**src/rtl/mem_sequencer.sv**
```systemverilog
// Instruction fetch / data-access sequencer between a CPU core and a word memory.
// Optional retired-instruction counter enabled by defining MEM_SEQUENCER_RETIRE_CNT_EN.
module mem_sequencer #(
  parameter int unsigned TIMEOUT_CYCLES = 16
) (
  input  logic        sys_clk,
  input  logic        sys_reset,
  input  logic        run,
  input  logic [31:0] progctr,
  input  logic [31:0] cpu_addr,
  input  logic [31:0] cpu_wdata,
  input  logic        memload_flag,
  input  logic        memstore_flag,
  output logic [31:0] instruction,
  output logic [31:0] from_memory,
  output logic        cpu_step,
  output logic        mem_req,
  output logic        mem_we,
  output logic [31:0] mem_addr,
  output logic [31:0] mem_wdata,
  input  logic [31:0] mem_rdata,
  input  logic        mem_ready,
  output logic        busy,
  output logic        fault,
  output logic [31:0] retired
);

  typedef enum logic [2:0] {
    S_IDLE,
    S_FETCH,
    S_DECODE,
    S_DATA,
    S_COMMIT,
    S_FAULT
  } state_t;

  localparam logic [7:0] TIMEOUT_LIMIT = 8'(TIMEOUT_CYCLES);

  state_t      state_q, state_d;
  logic [7:0]  wait_q, wait_d;
  logic [7:0]  wait_inc;
  logic [31:0] instr_q, instr_d;
  logic [31:0] from_mem_q, from_mem_d;
  logic [31:0] addr_q, addr_d;
  logic [31:0] wdata_q, wdata_d;
  logic        we_q, we_d;
  logic [31:0] fetch_addr;
  logic        unused_progctr_bits;

  assign fetch_addr          = {progctr[31:2], 2'b00};
  assign unused_progctr_bits = ^progctr[1:0];
  assign wait_inc            = wait_q + 8'd1;

  always_comb begin
    state_d    = state_q;
    wait_d     = wait_q;
    instr_d    = instr_q;
    from_mem_d = from_mem_q;
    addr_d     = addr_q;
    we_d       = we_q;
    wdata_d    = wdata_q;

    case (state_q)
      S_IDLE: begin
        if (run) begin
          state_d = S_FETCH;
          addr_d  = fetch_addr;
          we_d    = 1'b0;
          wdata_d = 32'd0;
          wait_d  = 8'd0;
        end
      end

      S_FETCH: begin
        if (mem_ready) begin
          instr_d = mem_rdata;
          state_d = S_DECODE;
        end else begin
          wait_d = wait_inc;
          if (wait_inc == TIMEOUT_LIMIT) begin
            state_d = S_FAULT;
          end
        end
      end

      S_DECODE: begin
        if (memload_flag && memstore_flag) begin
          state_d = S_FAULT;
        end else if (memload_flag || memstore_flag) begin
          state_d = S_DATA;
          addr_d  = cpu_addr;
          we_d    = memstore_flag;
          wdata_d = memstore_flag ? cpu_wdata : 32'd0;
          wait_d  = 8'd0;
        end else begin
          state_d = S_COMMIT;
        end
      end

      S_DATA: begin
        if (mem_ready) begin
          if (!we_q) begin
            from_mem_d = mem_rdata;
          end
          we_d    = 1'b0;
          wdata_d = 32'd0;
          state_d = S_COMMIT;
        end else begin
          wait_d = wait_inc;
          if (wait_inc == TIMEOUT_LIMIT) begin
            state_d = S_FAULT;
          end
        end
      end

      S_COMMIT: begin
        // run is only sampled here, so dropping it mid-instruction never aborts
        if (run) begin
          state_d = S_FETCH;
          addr_d  = fetch_addr;
          we_d    = 1'b0;
          wdata_d = 32'd0;
          wait_d  = 8'd0;
        end else begin
          state_d = S_IDLE;
        end
      end

      S_FAULT: begin
        state_d = S_FAULT;
      end

      default: begin
        state_d = S_FAULT;
      end
    endcase

    if (state_d == S_FAULT) begin
      we_d    = 1'b0;
      wdata_d = 32'd0;
    end
  end

  always_ff @(posedge sys_clk or posedge sys_reset) begin
    if (sys_reset) begin
      state_q    <= S_IDLE;
      wait_q     <= 8'd0;
      instr_q    <= 32'd0;
      from_mem_q <= 32'd0;
      addr_q     <= 32'd0;
      we_q       <= 1'b0;
      wdata_q    <= 32'd0;
    end else begin
      state_q    <= state_d;
      wait_q     <= wait_d;
      instr_q    <= instr_d;
      from_mem_q <= from_mem_d;
      addr_q     <= addr_d;
      we_q       <= we_d;
      wdata_q    <= wdata_d;
    end
  end

  // Handshake outputs decode straight from the state so reset drops them at once
  assign mem_req     = (state_q == S_FETCH) || (state_q == S_DATA);
  assign cpu_step    = (state_q == S_COMMIT);
  assign fault       = (state_q == S_FAULT);
  assign busy        = (state_q != S_IDLE) && (state_q != S_FAULT);
  assign mem_we      = we_q;
  assign mem_addr    = addr_q;
  assign mem_wdata   = wdata_q;
  assign instruction = instr_q;
  assign from_memory = from_mem_q;

`ifdef MEM_SEQUENCER_RETIRE_CNT_EN
  logic [31:0] retired_q, retired_d;

  always_comb begin
    retired_d = retired_q;
    if (state_q == S_COMMIT) begin
      retired_d = retired_q + 32'd1;
    end
  end

  always_ff @(posedge sys_clk or posedge sys_reset) begin
    if (sys_reset) begin
      retired_q <= 32'd0;
    end else begin
      retired_q <= retired_d;
    end
  end

  assign retired = retired_q;
`else
  assign retired = 32'd0;
`endif

endmodule

```
**config.mk**
```make
export PLATFORM = sky130hd
export DESIGN_NAME = mem_sequencer
export DESIGN_NICKNAME = d
export VERILOG_FILES = /design/src/rtl/mem_sequencer.sv
export SDC_FILE = /design/constraint.sdc
export NUM_CORES = 1
export LEC_CHECK = 0
export ABC_AREA = 1
export BUFFER_PORTS_ARGS = -buffer_cell sky130_fd_sc_hd__buf_2
export CORE_ASPECT_RATIO = 1.5
export CORE_MARGIN = 4
export CORE_UTILIZATION = 32
export CTS_BUF_LIST = sky130_fd_sc_hd__clkbuf_8
export DETAILED_ROUTE_END_ITERATION = 6
export PLACE_DENSITY = 0.69
export SYNTH_ARGS = -nofsm -noshare
export SYNTH_HDL_FRONTEND = slang
export SYNTH_SLANG_ARGS = --single-unit
```
**constraint.sdc**
```tcl
create_clock -name sys_clk -period 5.95 [get_ports sys_clk]
set_input_delay 0.595 -clock sys_clk [delete_from_list [all_inputs] [get_ports sys_clk]]
set_output_delay 0.595 -clock sys_clk [all_outputs]
set_load 0.02 [all_outputs]
```
==> metrics.txt, run 1 <==
Min Hold Slack=roughly 0.28 ns; sequential share of the synthesized area=approximately 55%; status=complete, no violations; Syn-to-layout area delta=27.07%; Req. time, crit path=roughly 6.3 ns; gr usage total=16.29%; hold buffers post-CTS=0; io pins=around 300; met3 GRT Util=3.758%; Crit Reg-Reg Endpoint=mem_wdata[21]; commonest non-fill, non-tap cells in the layout=buf_2 (264), nand2_1 (190), dfrtp_1 (140), o21ai_0 (70), inv_1 (51); met2 Usage GRT=between 20% and 30%; CTS Buf Count=17; Crit-path slowest cell=buf_4; RSZ-0062 raised after global routing=no; final setup vio count=0; Yosys top cell by area=dfrtp_1; Fin. Hold Viols=0; TritonCTS clock tree=done; port bufs=approximately 260; dpl ws=between 2 and 3 ns; routed vias/inst=4.480; Std-Cell Rows=63; max-cap viol count=0; Worst path max stage delay=~0.59 ns; Worst-Margin Slew=1.214 ns; # resized after CTS=0; minimum clock period=between 3 and 4 ns; commonest non-fill, non-tap cell in the layout=buf_2; vias after detailed routing=5542; later-pin clock latency in the skew report=0.44 ns; Avg WL per Cell=~15 um; Post-Layout Inst Area=~8100 um2; Initial Util=around a third; # DRC=0; synth top area cells=dfrtp_1 (55%), nand2_1 (11%), o21ai_0 (5.5%), nand3_2 (4.7%), buf_4 (3.9%); share of the core filled with cells=around two fifths; Yosys warnings=0; router iterations before antenna repair=5; Sum Neg Setup Slack=0 ns; Root Driver=clkbuf_8; worst clock skew=between 0.01 and 0.015 ns; max_slew headroom=18.91%; global-route wire length before repair=about 28000 um; cells after synthesis=between 700 and 800; CP Launch Type=register; Clock transition at path regs=0.08 ns; H-tree level count=4; R2R cell count=12; Max FO, Critical Path=between 50 and 60; total grt overflow=0; Reg area=roughly 3500 um2; static leakage=around 4.6 nW; CP Cell Sequence=clkinv_2 -> nand2_4 -> inv_2 -> nor2_1 -> inv_2 -> nand3_1 -> nor2_1 -> nor2_2 -> nand2_2 -> buf_4 -> nand3_1 -> nand2_1; Critical R2R Launch=state_q[0]; initial antenna violation count=2; area of the multi-input gates=between 2000 and 2500 um2; CTS sink cnt=between 100 and 150; vias in the first global route=about 5400; Nets=approximately 1100; Cell Area, Placed=7744 um2; Final WS setup=2.794 ns; setup slack, reg-to-reg=approximately 2.8 ns; GRT Max-Usage Layer=met2; Seq cells post-synth=140; Post-CTS Setup Repair Bufs=0; CTS Buffer Depth=2; synth unique cells=31; post-route ant nets=0; full die area=22300 um2; Die Wd=approximately 120 um; DIE HEIGHT=approximately 180 um; CP Class=reg -> reg; fmax=~320 MHz; largest vdd supply drop=roughly 150 uV; drt total wl=17950 um; worst min-delay path class=in -> async; maximum number of pins on one net before global-route repair=approximately 90; delay-heaviest family, CP=buffers and inverters; PwrDens=between 200 and 250 nW/um2; Crit path arrival time=between 3 and 4 ns; synthesized area=6379 um2; period utilisation layout=approximately 53%; Fill cells=2031; Buf+Inv Stages, Crit Path=4; M1 GR Usage=roughly a fifth; post-synth top area share=54.92%; Setup crit end kind=register; Core ar.=roughly 20000 um2; routability cong.=about 0.86; Max Slew Vio Count=0; DPL Wire Length=approximately 13000 um; 1st-iter DRT viols=~280; syn avg cell area=~9 um2; proportion of layout cells with a drive suffix above 1=a little over a third
-- worst reg2reg max path: stages (launching register included) --
cell	delay, ns
dfrtp_1	0.50
clkinv_2	0.13
nand2_4	0.23
inv_2	0.57
nor2_1	0.14
inv_2	0.08
nand3_1	0.06
nor2_1	0.15
nor2_2	0.07
nand2_2	0.28
buf_4	0.60
nand3_1	0.17
nand2_1	0.11
-- power breakdown --
part           switching (mW)  total [mW]  internal, mW
Combinational          0.0926       0.146        0.0531
Sequential            0.00752       0.973         0.965
Clock                   0.369       0.702         0.333
Total                   0.469        1.82          1.35
-- Yosys cell counts (all sizes together) --
cell and instances:
conb 1, dfrtp 140, clkinv 2, o21ai 74, inv 57, nor2 48
nand3 76, nand4 4, clkbuf 18, a31oi 30, nor3 2, ha 4
a32o 1, o22ai 1, a21oi 6, buf 53, nand3b 2, nand2 193
nor4 1
-- registers in the layout (all words and copies together) (netlist names) --
register     flops
mem_addr        32
mem_we           1
state_q          3
mem_wdata       32
instruction     32
wait_q           8
from_memory     32
-- cell type report --
type	count	area share (%)
multi-input combinational	474	28.73
timing repair buffer	269	16.76
clock buffer	18	3.057
sequential	140	43.22
antenna	3	0.09262
tap	260	4.014
clock inverter	14	1.312
inverter	59	2.810
-- metal layers --
layer  wire length (um)  up-vias
met2               9346      189
met5                  0        -
met3                992       35
met1               7047     2578
met4                561        0
li1                   -     2740
-- cell families (layout without fill, tap and decap cells) --
| logic type | after synthesis | count (layout) | share of synthesized area, % |
|---|---|---|---|
| buf+inv | 130 | 360 | 10.55 |
| flops | 140 | 140 | 54.92 |
| simple gates | 326 | 326 | 24.21 |
| fa+ha+maj | 4 | 4 | 0.7847 |
| other cells | 1 | 35 | 0.05879 |
| compound gates | 112 | 112 | 9.474 |
-- metrics by stage --
stage / std cells / power (mW)
after global placement: 1202 / 1.137
final: 1237 / 1.820
after global routing: 1236 / 1.910
after floorplan: 744 / 1.082
after CTS: 1234 / 1.854
after detailed placement: 1202 / 1.139
-- worst max path at each step --
| stage | from | end | cells past startpoint |
|---|---|---|---|
| final | state_q[0] | mem_wdata[21] | 12 |
| after global routing | state_q[0] | mem_wdata[18] | 12 |
| after CTS | state_q[0] | mem_wdata[7] | 12 |
| after detailed placement | state_q[0] | mem_wdata[7] | 12 |
| after global placement | state_q[0] | mem_wdata[25] | 12 |
| after floorplan | sys_reset | from_memory[0] | 1 |
No activity file was read; power rests on OpenSTA's default activity.
==> run 2: changes to the inputs <==
==> constraint.sdc (replaced) <==
create_clock -name sys_clk -period 3.15 [get_ports sys_clk]
set_input_delay 0.315 -clock sys_clk [delete_from_list [all_inputs] [get_ports sys_clk]]
set_output_delay 0.315 -clock sys_clk [all_outputs]
set_load 0.02 [all_outputs]
==> metrics.txt, run 2 (synthesis results as in run 1) <==
max-cap viol count=0 (unchanged); total grt overflow=0 (unchanged); Max FO, Critical Path=34 (was 53); later-pin clock latency in the skew report=0.47 ns (was 0.44 ns); CTS Buf Count=17 (unchanged); final setup vio count=0 (unchanged); met2 Usage GRT=28.45% (was 27.78%); fmax=between 300 and 400 MHz; commonest non-fill, non-tap cells in the layout=buf_2 (264), nand2_1 (190), dfrtp_1 (140), o21ai_0 (70), inv_1 (50) (was buf_2 (264), nand2_1 (190), dfrtp_1 (140), o21ai_0 (70), inv_1 (51)); static leakage=4.654 nW (was 4.598 nW); minimum clock period=between 2 and 3 ns; drt total wl=18070 um (was 17950 um); 1st-iter DRT viols=295 (was 275); Max Slew Vio Count=0 (unchanged); largest vdd supply drop=321.0 uV (was 150.4 uV); Core ar.=19710 um2 (unchanged); CP Launch Type=register (unchanged); vias in the first global route=5575 (was 5413); Die Wd=123.3 um (unchanged); status=complete, no violations (unchanged); worst min-delay path class=in -> reg (was in -> async); proportion of layout cells with a drive suffix above 1=36.06% (was 35.73%); Root Driver=clkbuf_8 (unchanged); H-tree level count=4 (unchanged); router iterations before antenna repair=5 (unchanged); dpl ws=0.5850 ns (was 2.819 ns); Fin. Hold Viols=0 (unchanged); routability cong.=0.8623 (was 0.8619); # resized after CTS=0 (unchanged); Clock transition at path regs=0.09 ns (was 0.08 ns); Final WS setup=0.4999 ns (was 2.794 ns); Avg WL per Cell=14.56 um (was 14.51 um); PwrDens=445.2 nW/um2 (was 224.6 nW/um2); DIE HEIGHT=180.9 um (unchanged); Syn-to-layout area delta=29.15% (was 27.07%); worst clock skew=0.01615 ns (was 0.01076 ns); commonest non-fill, non-tap cell in the layout=buf_2 (unchanged); Initial Util=32.37% (unchanged); RSZ-0062 raised after global routing=no (unchanged); Std-Cell Rows=63 (unchanged); Tot Pwr=3.667 mW (was 1.820 mW); full die area=22300 um2 (unchanged); period utilisation layout=a little over four fifths; Crit path arrival time=2.34 ns (was 3.54 ns); maximum number of pins on one net before global-route repair=80 (was 92); max_slew headroom=47.21% (was 18.91%); gr usage total=16.60% (was 16.29%); Sum Neg Setup Slack=0 ns (unchanged); CP Class=reg -> out (was reg -> reg); GRT Max-Usage Layer=met2 (unchanged); TritonCTS clock tree=done (unchanged); Setup crit end kind=output pin (was register); met3 GRT Util=4.071% (was 3.758%); CTS Buffer Depth=2 (unchanged); M1 GR Usage=18.52% (was 18.92%); port bufs=264 (unchanged); io pins=299 (unchanged); # DRC=0 (unchanged); Req. time, crit path=2.83 ns (was 6.34 ns); Worst-Margin Slew=0.7918 ns (was 1.214 ns); vias after detailed routing=5551 (was 5542); CTS sink cnt=140 (unchanged); routed vias/inst=4.473 (was 4.480); initial antenna violation count=2 (unchanged); post-route ant nets=0 (unchanged); DPL Wire Length=13180 um (was 12940 um); global-route wire length before repair=28600 um (was 28380 um); setup slack, reg-to-reg=0.56 ns (was 2.79 ns); Nets=1104 (was 1099)
## run 2: per-layer routing
metal | vias to the layer above | part of all wire, %
met4 | 2 | 4.0
met3 | 49 | 5.7
met2 | 195 | 52
met5 | - | 0.039
met1 | 2557 | 39
li1 | 2748 | -
## run 2: area by class of cell
cell class,instances,area (um2)
flip-flops and latches,140,3503
clock inverters,9,108.9
multi-input cells,474,2328
well taps,260,325.3
diodes,2,5.005
inverters,59,226.5
repair buffers,274,1424
fillers,2034,11470
clock buffers,23,316.6
## run 2: path summary, 6_finish.rpt
check,from,endpoint,depth (start not counted)
min in group asynchronous,sys_reset,instruction[18],3
max,state_q[0],busy,6
max in group asynchronous,sys_reset,mem_wdata[12],4
min,cpu_addr[1],mem_addr[1],3
max reg2reg,state_q[0],mem_addr[6],9
min reg2reg,from_memory[30],from_memory[30],2
## run 2: per-stage QoR
step	instances	area (um2)	utilization (%)	hold slack, ns
finish	1241	8238	41.80	0.06250
global route	1240	8235	41.79	0.04151
CTS	1239	8233	41.78	0.01807
floorplan	744	6499	-	0.4319
global placement	1206	7797	39.57	0.4610
detailed placement	1206	7797	39.57	0.4670
## run 2: repair_timing
action                                 CTS  global route
hold buffers                             1             0
endpoints found under the hold margin   31             0
setup buffers                            0             0
## run 2: worst max-delay path, cell delays in order (launching register included)
cell and delay, ns:
dfrtp_1 0.54, clkinv_2 0.17, nand2_4 0.34, inv_2 0.11, buf_4 0.26, a21oi_1 0.22, buf_2 0.21
## run 2: where the power goes
group	switching, mW	total (mW)	internal, mW
Sequential	0.0135	1.84	1.82
Combinational	0.177	0.281	0.104
Clock	0.720	1.55	0.830
Total	0.910	3.67	2.76
==> run 3: changes to the inputs <==
--- a/config.mk
+++ b/config.mk
@@ -12,7 +12,7 @@
 export CORE_UTILIZATION = 32
 export CTS_BUF_LIST = sky130_fd_sc_hd__clkbuf_8
 export DETAILED_ROUTE_END_ITERATION = 6
-export PLACE_DENSITY = 0.69
+export PLACE_DENSITY = 0.71
 export SYNTH_ARGS = -nofsm -noshare
 export SYNTH_HDL_FRONTEND = slang
 export SYNTH_SLANG_ARGS = --single-unit
==> constraint.sdc (replaced) <==
create_clock -name sys_clk -period 2.3 [get_ports sys_clk]
set_input_delay 0.23 -clock sys_clk [delete_from_list [all_inputs] [get_ports sys_clk]]
set_output_delay 0.23 -clock sys_clk [all_outputs]
set_load 0.02 [all_outputs]
==> metrics.txt, run 3 (synthesis results as in run 1) <==
status=finished, violations left (was complete, no violations); failing checks=DRC; worst hold path depth=3 (unchanged); commonest non-fill, non-tap cell in the layout=buf_2 (unchanged); H-tree level count=4 (unchanged); CTS Buffer Depth=2 (unchanged); vias after detailed routing=6024 (was 5551); max_slew headroom=60.61% (was 47.21%); Nets=1169 (was 1104); Std-Cell Rows=63 (unchanged); CTS Buf Count=17 (unchanged); total grt overflow=0 (unchanged); drt total wl=19400 um (was 18070 um); Req. time, crit path=2.07 ns (was 2.83 ns); antenna diode count=0 (was 2); Cell Area, Placed=7870 um2 (was 7797 um2); largest vdd supply drop=435.8 uV (was 321.0 uV); PwrDens=587.7 nW/um2 (was 445.2 nW/um2); Critical R2R Launch=wait_q[0] (was state_q[0]); routed vias/inst=4.620 (was 4.473); Syn-to-layout area delta=40.82% (was 29.15%); Fin. Hold Viols=0 (unchanged); area of the multi-input gates=2335 um2 (was 2328 um2); Max Slew Vio Count=0 (unchanged); static leakage=4.970 nW (was 4.654 nW); gr usage total=17.51% (was 16.60%); Post-Layout Inst Area=8982 um2 (was 8238 um2); CP Cell Sequence=clkinv_2 -> nand2_4 -> inv_2 -> buf_4 -> a21oi_2 -> buf_2 (was clkinv_2 -> nand2_4 -> inv_2 -> buf_4 -> a21oi_1 -> buf_2); Setup crit end kind=output pin (unchanged); delay-heaviest family, CP=buffers and inverters (unchanged); DPL Wire Length=13260 um (was 13180 um); global-route wire length before repair=30570 um (was 28600 um); vias in the first global route=6062 (was 5575); DIE HEIGHT=180.9 um (unchanged); setup slack, reg-to-reg=0.25 ns (was 0.56 ns); # DRC=6 (was 0); CP Launch Type=register (unchanged); Die Wd=123.3 um (unchanged); hold path start=cpu_addr[2] (was cpu_addr[1]); max-cap viol count=0 (unchanged); Initial Util=32.37% (unchanged); Root Driver=clkbuf_8 (unchanged); post-route ant nets=0 (unchanged); final setup vio count=0 (unchanged); Fill cells=1926 (was 2034); 1st-iter DRT viols=323 (was 295); worst clock skew=0.007369 ns (was 0.01615 ns); Core ar.=19710 um2 (unchanged); TritonCTS clock tree=done (unchanged); number of cells on the critical path=6 (unchanged); period utilisation layout=92.03%; fmax=about 470 MHz; worst min-delay path class=in -> reg (unchanged); Buf+Inv Stages, Crit Path=4 (unchanged); maximum number of pins on one net before global-route repair=82 (was 80); full die area=22300 um2 (unchanged); minimum clock period=2.117 ns; commonest non-fill, non-tap cells in the layout=buf_2 (264), nand2_1 (190), dfrtp_1 (138), o21ai_0 (70), dlygate4sd3_1 (58) (was buf_2 (264), nand2_1 (190), dfrtp_1 (140), o21ai_0 (70), inv_1 (50)); Crit-path slowest cell=dfrtp_2 (was dfrtp_1); later-pin clock latency in the skew report=0.45 ns (was 0.47 ns); CTS sink cnt=140 (unchanged); Sum Neg Setup Slack=0 ns (unchanged); CP Class=reg -> out (unchanged); Reg area=3506 um2 (was 3503 um2); router iterations before antenna repair=7 (was 5); Crit path arrival time=1.89 ns (was 2.34 ns); routability cong.=0.8722 (was 0.8623); Hold Path Sink=mem_addr[2] (was mem_addr[1]); Worst-Margin Slew=0.5864 ns (was 0.7918 ns); initial antenna violation count=0 (was 2); RSZ-0062 raised after global routing=no (unchanged); Avg WL per Cell=14.88 um (was 14.56 um); R2R cell count=13 (was 9); port bufs=264 (unchanged); Crit Reg-Reg Endpoint=mem_wdata[13] (was mem_addr[6]); io pins=299 (unchanged); Max FO, Critical Path=31 (was 34); proportion of layout cells with a drive suffix above 1=34.96% (was 36.06%); Clock transition at path regs=0.08 ns (was 0.09 ns); Worst path max stage delay=0.47 ns (was 0.54 ns)
## run 3: layer usage
layer / share of wire, % / global-route usage [%] / routed length, um / vias up
met5: 0 / 0 / 0 / -
met4: 4.6 / 9.978 / 900 / 0
met3: 5.8 / 4.854 / 1129 / 64
met2: 53 / 30.50 / 10300 / 250
met1: 36 / 18.59 / 7067 / 2835
li1: - / - / - / 2875
## run 3: worst max-delay path by stage
stage,to,start
4_1_cts,busy,state_q[0]
5_1_grt,mem_wdata[19],wait_q[0]
3_5_place_dp,mem_wdata[19],wait_q[0]
2_1_floorplan,from_memory[0],sys_reset
3_3_place_gp,mem_wdata[25],wait_q[0]
6_report,busy,state_q[0]
## run 3: tightest hold or removal path, stage by stage
cell	delay, ns
buf_2	0.09
nand2_1	0.05
a31oi_1	0.07
## run 3: report_power, final
part | switching (mW) | internal, mW
clock network | 0.970 | 1.33
registers | 0.0196 | 2.50
logic | 0.259 | 0.208
total | 1.25 | 4.03
## run 3: repair_timing
item                       in CTS  in global routing
buffers inserted                0                  3
hold buffers                   56                  2
gates cloned                    0                  2
pin swaps                       0                  1
gates resized for setup         1                  3
hold endpoints to repair       62                  2
setup endpoints to repair       1                 38
## run 3: layout make-up
| class | count | area share, % |
|---|---|---|
| Sequential cell | 140 | 39.03 |
| Multi-Input combinational cell | 474 | 25.99 |
| Timing Repair Buffer | 339 | 23.67 |
| Tap cell | 260 | 3.622 |
| Clock buffer | 22 | 3.371 |
| Inverter | 59 | 2.521 |
| Clock inverter | 10 | 1.797 |
## run 3: per-stage QoR
stage	power (mW)	utilization (%)	worst slack, ns	hold slack, ns	cells
after floorplan	2.801	-	0.3209	0.3469	744
after global placement	2.949	39.94	0.1935	0.2356	1209
after detailed placement	2.955	39.94	0.1238	0.2382	1209
after CTS	5.350	45.14	0.05585	0.0003278	1297
after global routing	5.523	45.58	0.02716	0.004699	1304
final	5.279	45.58	0.1833	0.03485	1304
